<file path="src/rtl/axi4s_div_arbiter.sv">
// Shares one AXI4-Stream long divider among several clock-enable frequency
// generators. Requests (dividend beat, then divisor beat with tlast) are
// granted round-robin and forwarded with the client index as tid; divider
// responses are routed back to the client named by their tid.
module axi4s_div_arbiter #(
   parameter int unsigned AXI_DATA_WIDTH_P = 32,
   parameter int unsigned AXI_ID_WIDTH_P   = 2,
   parameter int unsigned NR_OF_CLIENTS_P  = 4,
   parameter int unsigned TIMEOUT_P        = 1024
) (
   input  logic                                        clk,
   input  logic                                        rst,
   // Client request streams
   input  logic [NR_OF_CLIENTS_P-1:0]                  cli_ing_tvalid,
   output logic [NR_OF_CLIENTS_P-1:0]                  cli_ing_tready,
   input  logic [NR_OF_CLIENTS_P-1:0]                  cli_ing_tlast,
   input  logic [NR_OF_CLIENTS_P*AXI_DATA_WIDTH_P-1:0] cli_ing_tdata,
   // Request stream towards the divider
   output logic                                        div_egr_tvalid,
   input  logic                                        div_egr_tready,
   output logic [AXI_DATA_WIDTH_P-1:0]                 div_egr_tdata,
   output logic                                        div_egr_tlast,
   output logic [AXI_ID_WIDTH_P-1:0]                   div_egr_tid,
   // Divider response stream (no backpressure)
   input  logic                                        div_ing_tvalid,
   input  logic [AXI_DATA_WIDTH_P-1:0]                 div_ing_tdata,
   input  logic                                        div_ing_tlast,
   input  logic [AXI_ID_WIDTH_P-1:0]                   div_ing_tid,
   input  logic                                        div_ing_tuser,
   // Client response: one-hot valid, broadcast payload
   output logic [NR_OF_CLIENTS_P-1:0]                  cli_egr_tvalid,
   output logic [AXI_DATA_WIDTH_P-1:0]                 cli_egr_tdata,
   output logic                                        cli_egr_tlast,
   output logic                                        cli_egr_tuser,
   // Status
   output logic                                        sr_timeout,
   output logic [7:0]                                  sr_dropped
);

   localparam int unsigned W    = AXI_DATA_WIDTH_P;
   localparam int unsigned IdW  = AXI_ID_WIDTH_P;
   localparam int unsigned Nr   = NR_OF_CLIENTS_P;
   localparam int unsigned CntW = (TIMEOUT_P > 1) ? $clog2(TIMEOUT_P) : 1;

   // Every client index must be expressible as a tid.
   if (NR_OF_CLIENTS_P > (2 ** AXI_ID_WIDTH_P)) begin : g_bad_params
      $error("NR_OF_CLIENTS_P exceeds the tid range");
   end

   typedef enum logic [1:0] {
      IDLE_E,
      FORWARD_E,
      WAIT_E
   } state_t;

   state_t           state_q, state_d;
   logic [IdW-1:0]   grant_q, grant_d;
   logic [IdW-1:0]   rr_ptr_q, rr_ptr_d;
   logic [CntW-1:0]  cnt_q, cnt_d;
   logic             timeout_q, timeout_d;

   logic [Nr-1:0]    resp_vld_q;
   logic [W-1:0]     resp_data_q;
   logic             resp_last_q;
   logic             resp_user_q;
   logic [7:0]       dropped_q;

   logic [IdW-1:0]   arb_hi_pick, arb_lo_pick, arb_pick;
   logic             arb_hi_found;

   logic             sel_valid;
   logic             sel_last;
   logic [W-1:0]     sel_data;

   logic [Nr-1:0]    resp_hit;

   // Round-robin pick: lowest valid index at or after rr_ptr, else lowest valid overall.
   always_comb begin
      arb_hi_pick  = '0;
      arb_lo_pick  = '0;
      arb_hi_found = 1'b0;
      // Descending scan so the lowest qualifying index is the one that sticks.
      for (int i = int'(Nr) - 1; i >= 0; i--) begin
         if (cli_ing_tvalid[i]) begin
            arb_lo_pick = IdW'(i);
            if (IdW'(i) >= rr_ptr_q) begin
               arb_hi_pick  = IdW'(i);
               arb_hi_found = 1'b1;
            end
         end
      end
      arb_pick = arb_hi_found ? arb_hi_pick : arb_lo_pick;
   end

   // Mux the granted client's request signals.
   always_comb begin
      sel_valid = 1'b0;
      sel_last  = 1'b0;
      sel_data  = '0;
      for (int i = 0; i < int'(Nr); i++) begin
         if (grant_q == IdW'(i)) begin
            sel_valid = cli_ing_tvalid[i];
            sel_last  = cli_ing_tlast[i];
            sel_data  = cli_ing_tdata[i*W +: W];
         end
      end
   end

   // Arbitration FSM: next state, grant bookkeeping and request-path outputs.
   always_comb begin
      state_d        = state_q;
      grant_d        = grant_q;
      rr_ptr_d       = rr_ptr_q;
      cnt_d          = cnt_q;
      timeout_d      = timeout_q;
      div_egr_tvalid = 1'b0;
      div_egr_tdata  = sel_data;
      div_egr_tlast  = sel_last;
      div_egr_tid    = grant_q;
      cli_ing_tready = '0;

      unique case (state_q)
         IDLE_E: begin
            if (|cli_ing_tvalid) begin
               grant_d = arb_pick;
               state_d = FORWARD_E;
            end
         end

         FORWARD_E: begin
            // Grant is held until the tlast beat; other clients simply wait.
            div_egr_tvalid = sel_valid;
            for (int i = 0; i < int'(Nr); i++) begin
               if (grant_q == IdW'(i)) begin
                  cli_ing_tready[i] = div_egr_tready;
               end
            end
            if (sel_valid && div_egr_tready && sel_last) begin
               state_d  = WAIT_E;
               cnt_d    = '0;
               rr_ptr_d = (grant_q == IdW'(Nr - 1)) ? '0 : grant_q + 1'b1;
            end
         end

         WAIT_E: begin
            cnt_d = cnt_q + 1'b1;
            if (div_ing_tvalid && div_ing_tlast) begin
               state_d = IDLE_E;
            end else if (cnt_q == CntW'(TIMEOUT_P - 1)) begin
               state_d   = IDLE_E;
               timeout_d = 1'b1;
            end
         end

         default: begin
            state_d = IDLE_E;
         end
      endcase
   end

   // FSM and arbitration state.
   always_ff @(posedge clk or posedge rst) begin
      if (rst) begin
         state_q   <= IDLE_E;
         grant_q   <= '0;
         rr_ptr_q  <= '0;
         cnt_q     <= '0;
         timeout_q <= 1'b0;
      end else begin
         state_q   <= state_d;
         grant_q   <= grant_d;
         rr_ptr_q  <= rr_ptr_d;
         cnt_q     <= cnt_d;
         timeout_q <= timeout_d;
      end
   end

   // Decode response tid to a client one-hot; all-zero means out of range.
   always_comb begin
      resp_hit = '0;
      for (int i = 0; i < int'(Nr); i++) begin
         if (div_ing_tid == IdW'(i)) begin
            resp_hit[i] = 1'b1;
         end
      end
   end

   // Response path runs independently of the FSM, so late responses still route.
   always_ff @(posedge clk or posedge rst) begin
      if (rst) begin
         resp_vld_q  <= '0;
         resp_data_q <= '0;
         resp_last_q <= 1'b0;
         resp_user_q <= 1'b0;
         dropped_q   <= '0;
      end else begin
         resp_vld_q <= div_ing_tvalid ? resp_hit : '0;
         if (div_ing_tvalid) begin
            resp_data_q <= div_ing_tdata;
            resp_last_q <= div_ing_tlast;
            resp_user_q <= div_ing_tuser;
         end
         if (div_ing_tvalid && (resp_hit == '0) && (dropped_q != 8'hFF)) begin
            dropped_q <= dropped_q + 8'd1;
         end
      end
   end

   assign cli_egr_tvalid = resp_vld_q;
   assign cli_egr_tdata  = resp_data_q;
   assign cli_egr_tlast  = resp_last_q;
   assign cli_egr_tuser  = resp_user_q;
   assign sr_timeout     = timeout_q;
   assign sr_dropped     = dropped_q;

endmodule

</file>
<file path="config.mk">
export PLATFORM = sky130hd
export DESIGN_NAME = axi4s_div_arbiter
export DESIGN_NICKNAME = d
export VERILOG_FILES = /design/src/rtl/axi4s_div_arbiter.sv
export SDC_FILE = /design/constraint.sdc
export NUM_CORES = 1
export LEC_CHECK = 0
export BUFFER_PORTS_ARGS = -buffer_cell sky130_fd_sc_hd__buf_2
export CAP_MARGIN = 20
export CORE_MARGIN = 10
export CORE_UTILIZATION = 25
export DETAILED_ROUTE_END_ITERATION = 8
export PLACE_DENSITY_LB_ADDON = 0.08
export SLEW_MARGIN = 10
export SYNTH_ARGS = -nofsm -noshare
export SYNTH_HDL_FRONTEND = slang
export SYNTH_SLANG_ARGS = --single-unit
export TNS_END_PERCENT = 1
</file>
<file path="constraint.sdc">
create_clock -name clk -period 3.4 [get_ports clk]
set_input_delay 0.68 -clock clk [delete_from_list [all_inputs] [get_ports clk]]
set_output_delay 0.68 -clock clk [all_outputs]
set_load 0.005 [all_outputs]
</file>
Yosys cells after proc, flatten, opt, wreduce, memory -nomap -nowiden
Cells that the tools add are included.
{"block": "op_classes", "add_sub_neg": 3, "n_mul": 0, "n_div": 0, "n_lt_le_gt_ge": 4, "eq_ne": 13, "shifts": 0, "n_mux": 52, "n_bitwise": 1, "reduce_logical": 16}
{"operator": "2-to-1 mux 32 bit", "n": 4}
{"operator": "2-to-1 mux 2 bit", "n": 18}
{"operator": "2-to-1 mux 1 bit", "n": 25}
{"operator": "case mux 10 bit (2 select lines)", "n": 1}
{"operator": "adder 10 x 1 -> 10 bit, second input constant", "n": 1}
{"operator": "== test 10 bit, second input constant", "n": 1}
{"operator": "== test 2 bit, second input constant", "n": 5}
{"operator": "2-to-1 mux 10 bit", "n": 1}
{"operator": "adder 8 x 1 -> 8 bit, second input constant", "n": 1}
{"operator": "2-to-1 mux 4 bit", "n": 2}
{"operator": "inequality test 8 bit, second input constant", "n": 1}
{"operator": "== test 2 x 1 -> 1 bit, second input constant", "n": 3}
{"operator": "zero test 2 bit", "n": 3}
{"operator": "case mux 2 bit (3 select lines)", "n": 1}
{"operator": "AND reduction 2 bit", "n": 3}
{"operator": "AND reduction 3 bit", "n": 2}
{"operator": "logical AND 1 bit", "n": 5}
{"operator": ">= comparator 1 x 2 -> 1 bit, first input constant", "n": 2}
{"operator": ">= comparator 2 bit, first input constant", "n": 2}
{"operator": "zero test 4 bit", "n": 1}
{"operator": "inequality test 2 bit, second input constant", "n": 2}
{"operator": "OR reduction 4 bit", "n": 1}
{"operator": "inequality test 3 bit, second input constant", "n": 1}
{"operator": "adder 2 x 1 -> 2 bit, second input constant", "n": 1}
{"operator": "other kinds (2)", "n": 2}
{"block": "totals", "regBits": 63, "latch_bits": 0, "ramBits": 0, "mem_bits_ro": 0, "inputBits": 176, "out_inout_bits": 87, "word_cells": 99, "n_memories": 0}

Depth between registers and ports, before layout
Gate-level depths: netlist of the first run.
{"block": "depth", "ltp_word": 10, "mapped_depth": 8, "ltp_nobuf": 6}

Least setup slack after synthesis of the first run
Ideal clock, no wire load.
{"block": "synth_timing", "path_type": "reg2out", "startpoint": "reg grant_q[1] (netlist: div_egr_tid[1])", "endpoint": "out div_egr_tdata[10]", "t_arrival_ns": 1.682, "setup_slack_ns": 1.038, "stages_incl_launch_ff": 9, "n_path_buf": 2, "cell_sequence": "dfrtp_1 > inv_1 > ha_1 > clkbuf_1 > clkbuf_1 > nand2_1 > a21oi_1 > a21oi_1 > o21ai_0"}
{"block": "synth_via", "elab_chain_len": 5}
{"element": "from (decl)", "line": "57", "source": "logic [IdW-1:0] grant_q, grant_d;"}
{"element": "from (signal assigned)", "line": "171", "source": "grant_q <= grant_d;"}
{"element": "zero test 2 bit", "line": "101", "source": "if (grant_q == IdW'(i)) begin"}
{"element": "2-to-1 mux 32 bit (3 in a row)", "line": "101"}
{"element": "2-to-1 mux 32 bit (*)", "line": "101"}
{"element": "to (decl)", "line": "21", "source": "output logic [AXI_DATA_WIDTH_P-1:0] div_egr_tdata,"}
Every way passes the cells marked *; elsewhere a longest branch is shown, timed or not.

Worst setup path after layout of the first run
{"block": "layout_timing", "startpoint": "reg grant_q[1] (netlist: div_egr_tid[1])", "endpoint": "out div_egr_tvalid"}
{"block": "layout_via", "elab_chain_len": 6}
{"element": "zero test 2 bit", "line": "101"}
{"element": "2-to-1 mux 1 bit (3 in a row)", "line": "101"}
{"element": "2-to-1 mux 1 bit (*)", "line": "101"}
{"element": "2-to-1 mux 1 bit (*)", "line": "122", "source": "unique case (state_q)"}
{"element": "to (decl)", "line": "19", "source": "output logic div_egr_tvalid,"}
Marked as above.

==> results by group, run 1 <==
Pwr
  • Pwr dens: 705 nW/µm²
  • Worst VDD drop: 0.294 mV
  • Final Power: 3.95 mW
  • Cell leakage power: 2.75 nW

Setup path
  • Reg2reg path depth: 7
  • Worst EP arrival: 2.12 ns
  • Worst setup SP type: register
  • Required @ worst endpoint: 2.72 ns
  • Element type at the critical path end: output pin
  • Reg2Reg Setup Slack: 1.15 ns
  • Critical path class: reg2out
  • CP Max Fanout: 15

Floorplanning
  • IO Count: 263
  • Cell row count: 44
  • Height of the die: 143 µm
  • Initial core utilization: 25.8%
  • Core area: 14700 µm²
  • Die Area: 20500 µm²
  • Die X: 143 µm

Yosys
  • Synth warn: 0
  • Post-synth EDFFs: 0
  • Most instantiated library cell after synthesis: nand2_1
  • Top post-synthesis cells by area: dfrtp_1, mux2_2, a21oi_1
  • Post-synth top area share: 41.5%
  • Async set-or-reset flop fraction in the synthesized netlist: 100%
  • #FFs+latches synth: 63
  • Synth area leader: dfrtp_1
  • Synthesized area: 3800 µm²
  • Post-synthesis sequential area ratio: 41.5%
  • Prevailing post-synth register cell: dfrtp_1
  • Syn avg cell area: 8.63 µm²
  • Commonest cells in the netlist: nand2_1, a21oi_1, dfrtp_1
  • Syn Nets: 621
  • Syn Inst Count: 440
  • Yosys cell types: 41

Global routing
  • Initial antenna violation count: 1
  • First-pass GRT wire length: 22400 µm
  • Vias in the first global route: 4172
  • Pin count of the biggest net entering global routing: 63
  • Total grt overflow: 0
  • Gr usage total: 13.7%

Final layout
  • Non-filler cells, final: 867
  • Diodes inserted: 0
  • Utilization after layout: 38.1%
  • Final #Nets: 859
  • Final instance area: 5600 µm²
  • Layout Area Growth over Synthesis: 47.6%
  • Layout cell share with drive strength beyond 1: 47.7%

Clocking
  • CTS Sinks: 63
  • Post-cts sizing count: 0
  • Register clock-pin slew on the reported worst setup and hold paths: 0.06 ns
  • Postcts setup bufs: 0
  • H-tree depth: 3
  • Maximum buffer depth of the clock tree: 2
  • Clock Latency Late Sink: 0.32 ns
  • Root Buffer: clkbuf_16
  • Count of hold-fix buffers inserted at cts: 0
  • Inserted Clock Buffers: 9
  • CTS tree: done

Status
  • Status: complete, no violations

Place
  • DPL Wire Length: 12200 µm
  • Routability cong.: 0.779
  • Port Buffer Count: 262
  • # placed instances: 851
  • Placed inst area: 5270 µm²

Detailed routing
  • First-pass iteration count of the detailed router: 6
  • Via count: 4064
  • Vias per cell: 4.69
  • Total length of routed wires: 15000 µm
  • DR DRC count: 0
  • First DRT Iteration DRCs: 159
  • Final ANT Viol Nets: 0
  • WL per Instance: 17.3 µm

Hold path
  • Hold/Removal Path Class: in2async

STA
  • Slew @ Worst Pin: 0.810 ns
  • Slew Limit Headroom: 46.0%
  • Final Cycle Share: 82.3%
  • Setup TNS: 0 ns
  • Post-Route Skew: 0.00371 ns
  • Final Hold Vio Count: 0
  • RSZ-0062 raised after global routing: false
  • Fin crit period: 2.80 ns
  • Final max-slew violation count: 0
  • Final setup fails: 0
  • Max Fclk: 357 MHz

Flow run
  • Max cap viols: 0
==> critical path, cell delays in order (launching register included) <==
cell and delay, ns:
dfrtp_1 0.43, inv_1 0.10, ha_2 0.36, and3b_1 0.25
a2111oi_4 0.43, nor3_1 0.09, buf_2 0.14
==> metrics by stage <==
step / setup slack [ns] / hold slack [ns]
after floorplan: 1.04 / 0.452
after global placement: 0.980 / 0.360
after detailed placement: 0.924 / 0.360
after CTS: 0.565 / 0.337
after global routing: 0.393 / 0.349
final: 0.602 / 0.319
==> cell usage in the layout, fill, tap and decap left out, types with 3 or more instances in the layout <==
master / synthesis / routed
buf_4: 1 / 4
clkbuf_16: 0 / 9
mux2_2: 34 / 34
nand3_1: 10 / 10
buf_2: 2 / 262
nand2_1: 80 / 80
inv_1: 9 / 8
o211ai_1: 5 / 5
o21ai_0: 39 / 39
and3_1: 7 / 7
buf_12: 0 / 3
nor2_1: 6 / 6
nand3b_1: 34 / 34
a21oi_1: 65 / 65
or3_1: 4 / 4
nor2b_1: 5 / 5
clkinv_4: 0 / 3
dfrtp_1: 63 / 63
ha_2: 0 / 3
==> registers in the layout, indices dropped and copies added, names as in the netlist <==
name and cells:
cli_egr_tdata 32, cli_egr_tlast 1, cli_egr_tuser 1, cli_egr_tvalid 4
cnt_q 10, div_egr_tid 2, rr_ptr_q 2, sr_dropped 8
sr_timeout 1, state_q 2
==> routing by layer <==
layer	global-route usage (%)	share of wire, %	vias up
met5	0	0.087	-
met4	4.84	1.6	2
met3	4.64	10	17
met2	24.7	49	180
met1	14.6	39	1848
li1	-	-	2017
==> worst paths after layout <==
path,startpoint,endpoint
max in group asynchronous,rst,cli_egr_tvalid[1]
min in group clk,sr_dropped[0],sr_dropped[0]
setup / recovery,div_egr_tid[1],div_egr_tvalid
hold / removal,rst,cli_egr_tdata[16]
hold reg to reg,sr_dropped[0],sr_dropped[0]
setup reg to reg,div_egr_tid[1],cnt_q[7]
==> report_power, final <==
group / leakage [nW] / switching [mW] / internal [mW] / total (mW)
logic: 1.81 / 1.03 / 0.912 / 1.94
clock network: 0.159 / 0.336 / 0.665 / 1.00
registers: 0.787 / 0.129 / 0.879 / 1.01
total: 2.75 / 1.50 / 2.46 / 3.95
==> kinds of logic after synthesis <==
family          count (synthesis)  synth area share, %
simple gates                  160                 22.2
fa+ha+maj                       5                 1.65
xor+xnor                        2                0.462
buf+inv                        51                 5.21
flops                          63                 41.5
compound gates                122                 18.0
mux                            37                 10.9
==> layout make-up <==
type,instances,area (µm²)
clock buffer,10,239
clock inverter,6,93.8
fill,1550,9090
inverter,9,33.8
multi-input combinational,326,2030
sequential,63,1580
tap,184,230
timing repair buffer,269,1400
No activity file was read; power rests on OpenSTA's default activity.
==> inputs of run 2 (changes only) <==
Clock period 3.4 ns to 2.35 ns, I/O delays scaled along.
==> run 2 against run 1 <==
Against the previous run:
- the run now ends with setup timing left
- first-iteration DRC count increased by 4.4%
- setup slack got worse by 0.62 ns
- sequential share of layout area decreased by 1.1 points
- sequential power increased by 45%
- die area unchanged
- combinational power increased by 72%
- register-to-register slack got worse by 1.0 ns
- via count increased by 2.4%
- final cell count increased by 1.3%
- total power increased by 57%
- routed wire length increased by 3.4%
- flip-flop and latch count unchanged
- critical endpoint unchanged
- highest routed layer is now met4
==> results by group, run 2 (same netlist as run 1, synthesis figures left out) <==
Global routing
  • Vias in the first global route: 4254 (+2.0%)
  • Pin count of the biggest net entering global routing: 64 (+1.6%)
  • Initial antenna violation count: 0 (-1)
  • First-pass GRT wire length: 23200 µm (+3.4%)
  • Gr usage total: 14.1% (+0.36 points)
  • Total grt overflow: 0 (unchanged)

Place
  • DP Worst Slack: 0.148 ns (-0.776 ns)
  • Port Buffer Count: 262 (unchanged)
  • # placed instances: 855 (+0.47%)
  • DPL Wire Length: 12000 µm (-1.5%)
  • Routability cong.: 0.844 (+8.2%)

Floorplanning
  • IO Count: 263 (unchanged)
  • Initial core utilization: 25.8% (unchanged)
  • Height of the die: 143 µm (unchanged)
  • Die X: 143 µm (unchanged)
  • Die Area: 20500 µm² (unchanged)
  • Core area: 14700 µm² (unchanged)
  • Cell row count: 44 (unchanged)

Setup path
  • CP top delay family: flip-flops
  • Element type at the critical path end: output pin
  • Critical path's slowest cell: dfrtp_2
  • Reg2reg path depth: 8 (+1)
  • Buf/Inv on CP: 3 (+1)
  • Largest stage delay, worst path: 0.43 ns (about the same)
  • Critical path class: reg2out
  • Worst setup SP type: register
  • Worst EP arrival: 1.90 ns (-0.22 ns)
  • FF-to-FF Start: div_egr_tid[0]
  • Reg2Reg Setup Slack: 0.15 ns (-1.00 ns)
  • Reg-to-reg endpoint: cnt_q[7]
  • Required @ worst endpoint: 1.88 ns (-0.84 ns)
  • Critical Path, Cell by Cell: inv_4, ha_4, buf_4, and3b_1, a2111oi_4, nor3_1, buf_2
  • CP Max Fanout: 4 (-11)

Pwr
  • Cell leakage power: 2.83 nW (+2.9%)
  • Pwr dens: 1060 nW/µm² (+50%)
  • Final Power: 6.19 mW (+57%)
  • Worst VDD drop: 0.490 mV (+67%)

Detailed routing
  • WL per Instance: 17.7 µm (+2.1%)
  • Total length of routed wires: 15500 µm (+3.4%)
  • DR DRC count: 0 (unchanged)
  • Vias per cell: 4.74 (+1.2%)
  • Final ANT Viol Nets: 0 (unchanged)
  • First DRT Iteration DRCs: 166 (+4.4%)
  • First-pass iteration count of the detailed router: 4 (-2)
  • Via count: 4163 (+2.4%)

Status
  • Failing checks: setup timing
  • Status: finished with violations

STA
  • Final setup fails: 2 (+2)
  • Final hold slack: 0.201 ns (-0.118 ns)
  • Final Cycle Share: 101%
  • Max Fclk: 422 MHz
  • Final max-slew violation count: 0 (unchanged)
  • Fin crit period: 2.37 ns
  • Final Hold Vio Count: 0 (unchanged)
  • Final setup margin: -0.0171 ns (-0.619 ns)
  • Slew @ Worst Pin: 0.791 ns (-0.0189 ns)
  • RSZ-0062 raised after global routing: true
  • Slew Limit Headroom: 47.2% (+1.2 points)
  • Post-Route Skew: 0.00276 ns (-0.000955 ns)

Clocking
  • Count of hold-fix buffers inserted at cts: 0 (unchanged)
  • Maximum buffer depth of the clock tree: 2 (unchanged)
  • CTS Sinks: 63 (unchanged)
  • Root Buffer: clkbuf_16
  • Register clock-pin slew on the reported worst setup and hold paths: 0.06 ns (about the same)
  • H-tree depth: 3 (unchanged)
  • Inserted Clock Buffers: 9 (unchanged)
  • CTS tree: done
  • Clock Latency Late Sink: 0.32 ns (about the same)

Hold path
  • Hold/Removal Path Class: in2async

Final layout
  • Layout Area Growth over Synthesis: 53.9%
  • Fillers: 1545 (-0.32%)
  • Max reg flops: 32 (unchanged)
  • Most frequent cells in the layout: buf_2, nand2_1, dfrtp_1, a21oi_1
  • Layout cell share with drive strength beyond 1: 51.0% (+3.3 points)
  • Diodes inserted: 0 (unchanged)
  • Non-filler cells, final: 878 (+1.3%)
  • Final #Nets: 870 (+1.3%)
  • Most common cell after layout, fill and taps aside: buf_2

Flow run
  • Max cap viols: 0 (unchanged)
run 2: cell types whose count changed in the layout (fill, tap and decap cells not counted), sizes merged:
cell / before / now
clkinv: 3 / 0
buf: 269 / 279
clkinvlp: 1 / 3
clkbuf: 10 / 12
run 2: worst reg2reg max path: stages, from the launching register on:
cell,delay (ns)
dfrtp_2,0.45
inv_4,0.09
ha_4,0.21
buf_4,0.14
nand3b_1,0.08
a211o_1,0.36
nor4b_4,0.37
buf_4,0.24
o311ai_1,0.11
run 2: area by class of cell:
cell class	instances	area [µm²]	share of cell area (%)
clock buffer	11	233	3.98
clock inverter	5	82.6	1.41
inverter	9	36.3	0.621
multi-input combinational	326	2120	36.3
sequential	63	1580	27.0
tap	184	230	3.94
timing repair buffer	280	1570	26.8
run 2: layer usage:
| layer | global-route usage (%) | vias to the layer above | part of all wire [%] |
|---|---|---|---|
| li1 | - | 2042 | - |
| met1 | 15.4 | 1936 | 39 |
| met2 | 25.3 | 174 | 49 |
| met3 | 5.01 | 11 | 10 |
| met4 | 3.76 | 0 | 1.4 |
| met5 | 0 | - | 0 |
run 2: power by group:
| group | leakage (nW) | internal (mW) | total, mW | switching [mW] |
|---|---|---|---|---|
| Clock | 0.142 | 0.928 | 1.39 | 0.464 |
| Combinational | 1.90 | 1.65 | 3.34 | 1.69 |
| Sequential | 0.786 | 1.27 | 1.46 | 0.186 |
| Total | 2.83 | 3.85 | 6.19 | 2.34 |
run 2: metrics by stage:
step / cell area (µm²) / TNS (ns) / util [%]
after global routing: 5840 / -1.83 / 39.8
after global placement: 5300 / 0 / 36.1
after CTS: 5750 / -0.161 / 39.1
after detailed placement: 5300 / 0 / 36.1
final: 5840 / -0.0337 / 39.8
after floorplan: 3800 / 0 / -
run 2: worst max path at each step:
stage	cells past startpoint	endpoint	start
3_5_place_dp	8	div_egr_tdata[3]	div_egr_tid[0]
4_1_cts	7	div_egr_tdata[26]	div_egr_tid[0]
3_3_place_gp	8	div_egr_tdata[3]	div_egr_tid[0]
5_1_grt	6	div_egr_tvalid	div_egr_tid[1]
2_1_floorplan	8	div_egr_tdata[10]	div_egr_tid[1]
6_report	7	div_egr_tvalid	div_egr_tid[0]
run 2: repair_timing:
item / CTS / global route
buffers inserted: 3 / 1
pin swaps: 12 / 9
hold endpoints to repair: 0 / 0
setup endpoints to repair: 33 / 34
cloned: 2 / 1
resized for setup: 28 / 22
==> inputs of run 3 (changes only) <==
Settings changed: BUFFER_PORTS_ARGS -buffer_cell sky130_fd_sc_hd__buf_2 to -buffer_cell sky130_fd_sc_hd__clkbuf_2.
==> run 3 against run 2 <==
Against the previous run:
- the flow now finishes without violations
- setup slack gained 0.020 ns
- clock skew down 0.00093 ns
- utilization grew 0.57 points
- routed wire length up 2.5%
- sequential power hardly changed
- final cell count grew 0.46%
- first-iteration DRC count grew 22%
- non-clock buffer count up 4
- register-to-register slack gained 0.02 ns
- via count decreased by 0.65%
- critical path depth is 1 higher
- die area is the same
- largest cell class unchanged
==> results by group, run 3 (same netlist as run 1, synthesis figures left out) <==
Final layout
  • Most frequent cells in the layout: clkbuf_2, nand2_1, dfrtp_1, a21oi_1
  • Final instance area: 5930 µm² (+1.4%)
  • Reg area: 1580 µm² (unchanged)
  • Max reg flops: 32 (unchanged)
  • Final #Nets: 874 (+0.46%)
  • Most common cell after layout, fill and taps aside: clkbuf_2
  • Diodes inserted: 0 (unchanged)
  • Layout cell share with drive strength beyond 1: 51.9% (+0.85 points)
  • Layout Area Growth over Synthesis: 56.1%
  • Non-filler cells, final: 882 (+0.46%)
  • Footprint of the multi-input gates: 2140 µm² (+0.89%)
  • Fillers: 1512 (-2.1%)

Setup path
  • Critical path class: reg2out
  • Required @ worst endpoint: 1.88 ns (about the same)
  • FF-to-FF Start: div_egr_tid[0]
  • Worst setup SP type: register
  • Reg2Reg Setup Slack: 0.17 ns (+0.02 ns)
  • Element type at the critical path end: output pin
  • Reg2reg path depth: 7 (-1)
  • CP Max Fanout: 8 (+4)
  • Worst EP arrival: 1.88 ns (-0.02 ns)
  • Reg-to-reg endpoint: cnt_q[7]

Detailed routing
  • Via count: 4136 (-0.65%)
  • Final ANT Viol Nets: 0 (unchanged)
  • Total length of routed wires: 15900 µm (+2.5%)
  • Vias per cell: 4.69 (-1.1%)
  • WL per Instance: 18.0 µm (+2.1%)
  • First-pass iteration count of the detailed router: 4 (unchanged)
  • DR DRC count: 0 (unchanged)
  • First DRT Iteration DRCs: 203 (+22%)

STA
  • Final Cycle Share: 99.9% (-0.84 points)
  • Final hold slack: 0.193 ns (-0.00782 ns)
  • Slew Limit Headroom: 44.6% (-2.5 points)
  • Post-Route Skew: 0.00183 ns (-0.000931 ns)
  • Final max-slew violation count: 0 (unchanged)
  • Final Hold Vio Count: 0 (unchanged)
  • Max Fclk: 426 MHz (+0.84%)
  • Slew @ Worst Pin: 0.829 ns (+0.0381 ns)
  • Final setup margin: 0.00260 ns (+0.0197 ns)
  • Fin crit period: 2.35 ns (-0.0197 ns)
  • RSZ-0062 raised after global routing: true
  • Final setup fails: 0 (-2)

Status
  • Status: complete, no violations

Pwr
  • Worst VDD drop: 0.491 mV (+0.16%)
  • Pwr dens: 1080 nW/µm² (+1.6%)
  • Cell leakage power: 2.89 nW (+2.3%)

Clocking
  • Register clock-pin slew on the reported worst setup and hold paths: 0.05 ns (about the same)
  • Clock Latency Late Sink: 0.32 ns (about the same)
  • Root Buffer: clkbuf_16
  • H-tree depth: 3 (unchanged)
  • Maximum buffer depth of the clock tree: 2 (unchanged)
  • Count of hold-fix buffers inserted at cts: 0 (unchanged)
  • CTS Sinks: 63 (unchanged)
  • Inserted Clock Buffers: 9 (unchanged)
  • CTS tree: done

Global routing
  • Gr usage total: 14.5% (+0.37 points)
  • Total grt overflow: 0 (unchanged)
  • Vias in the first global route: 4185 (-1.6%)
  • First-pass GRT wire length: 23600 µm (+1.7%)
  • Initial antenna violation count: 0 (unchanged)
  • Pin count of the biggest net entering global routing: 64 (unchanged)

Place
  • # placed instances: 855 (unchanged)
  • DPL Wire Length: 12100 µm (+1.3%)
  • DP Worst Slack: 0.142 ns (-0.00582 ns)
  • Routability cong.: 0.828 (-1.8%)
  • Port Buffer Count: 262 (unchanged)
  • Placed inst area: 5300 µm² (unchanged)

Flow run
  • Max cap viols: 0 (unchanged)

Floorplanning
  • Height of the die: 143 µm (unchanged)
  • Initial core utilization: 25.8% (unchanged)
  • IO Count: 263 (unchanged)
  • Die Area: 20500 µm² (unchanged)
  • Cell row count: 44 (unchanged)
  • Core area: 14700 µm² (unchanged)
  • Die X: 143 µm (unchanged)

Hold path
  • Hold/Removal Path Class: in2async
run 3: cell count changes in the layout (fill, tap and decap cells not counted), sizes merged:
cell / delta
clkbuf: +248
buf: -245
bufinv: -1
clkinvlp: +1
inv: +1
run 3: final cells by class:
class	count	area share, %
Timing Repair Buffer	284	27.6
Inverter	9	0.612
Sequential cell	63	26.6
Multi-Input combinational cell	326	36.1
Clock buffer	10	4.03
Clock inverter	6	1.16
Tap cell	184	3.88
run 3: how the worst max path moves through the flow:
stage,startpoint,end,slack [ns],cells after the start
floorplan,div_egr_tid[1],div_egr_tdata[10],0.20,8
global placement,div_egr_tid[0],div_egr_tdata[3],0.20,6
detailed placement,div_egr_tid[0],div_egr_tdata[2],0.14,6
CTS,div_egr_tid[0],div_egr_tdata[2],-0.02,8
global route,div_egr_tid[0],div_egr_tdata[2],-0.12,8
finish,div_egr_tid[0],div_egr_tdata[2],0.003,8
run 3: through the flow:
step / setup TNS [ns] / utilization [%] / total power, mW
after CTS: -0.0300 / 39.3 / 6.17
final: 0 / 40.3 / 6.39
after floorplan: 0 / - / 3.17
after global placement: 0 / 36.1 / 4.35
after detailed placement: 0 / 36.1 / 4.38
after global routing: -2.16 / 40.3 / 6.91
run 3: per-layer routing:
metal / vias to the layer above / GRT usage, % / share of wire [%]
li1: 2056 / - / -
met1: 1880 / 15.7 / 38
met2: 182 / 25.5 / 49
met3: 18 / 5.57 / 11
met4: 0 / 4.30 / 2.0
met5: - / 0 / 0
run 3: repair_timing:
| action | CTS | global route |
|---|---|---|
| pin swaps | 9 | 24 |
| gates cloned | 2 | 3 |
| resized for setup | 46 | 32 |
| setup buffers | 4 | 2 |
| setup endpoints to repair | 33 | 34 |
run 3: power by group:
part	total [mW]	leakage, nW	internal, mW	switching, mW
Sequential	1.46	0.786	1.27	0.186
Combinational	3.59	1.97	1.77	1.82
Clock	1.34	0.137	0.852	0.484
Total	6.39	2.89	3.90	2.49
run 3: worst max-delay path, stage by stage, from the launching register on:
cell      delay, ns
dfrtp_2        0.45
inv_4          0.09
ha_4           0.24
buf_12         0.15
nand3b_1       0.10
a21oi_2        0.16
a21oi_2        0.04
o21ai_1        0.15
buf_2          0.16
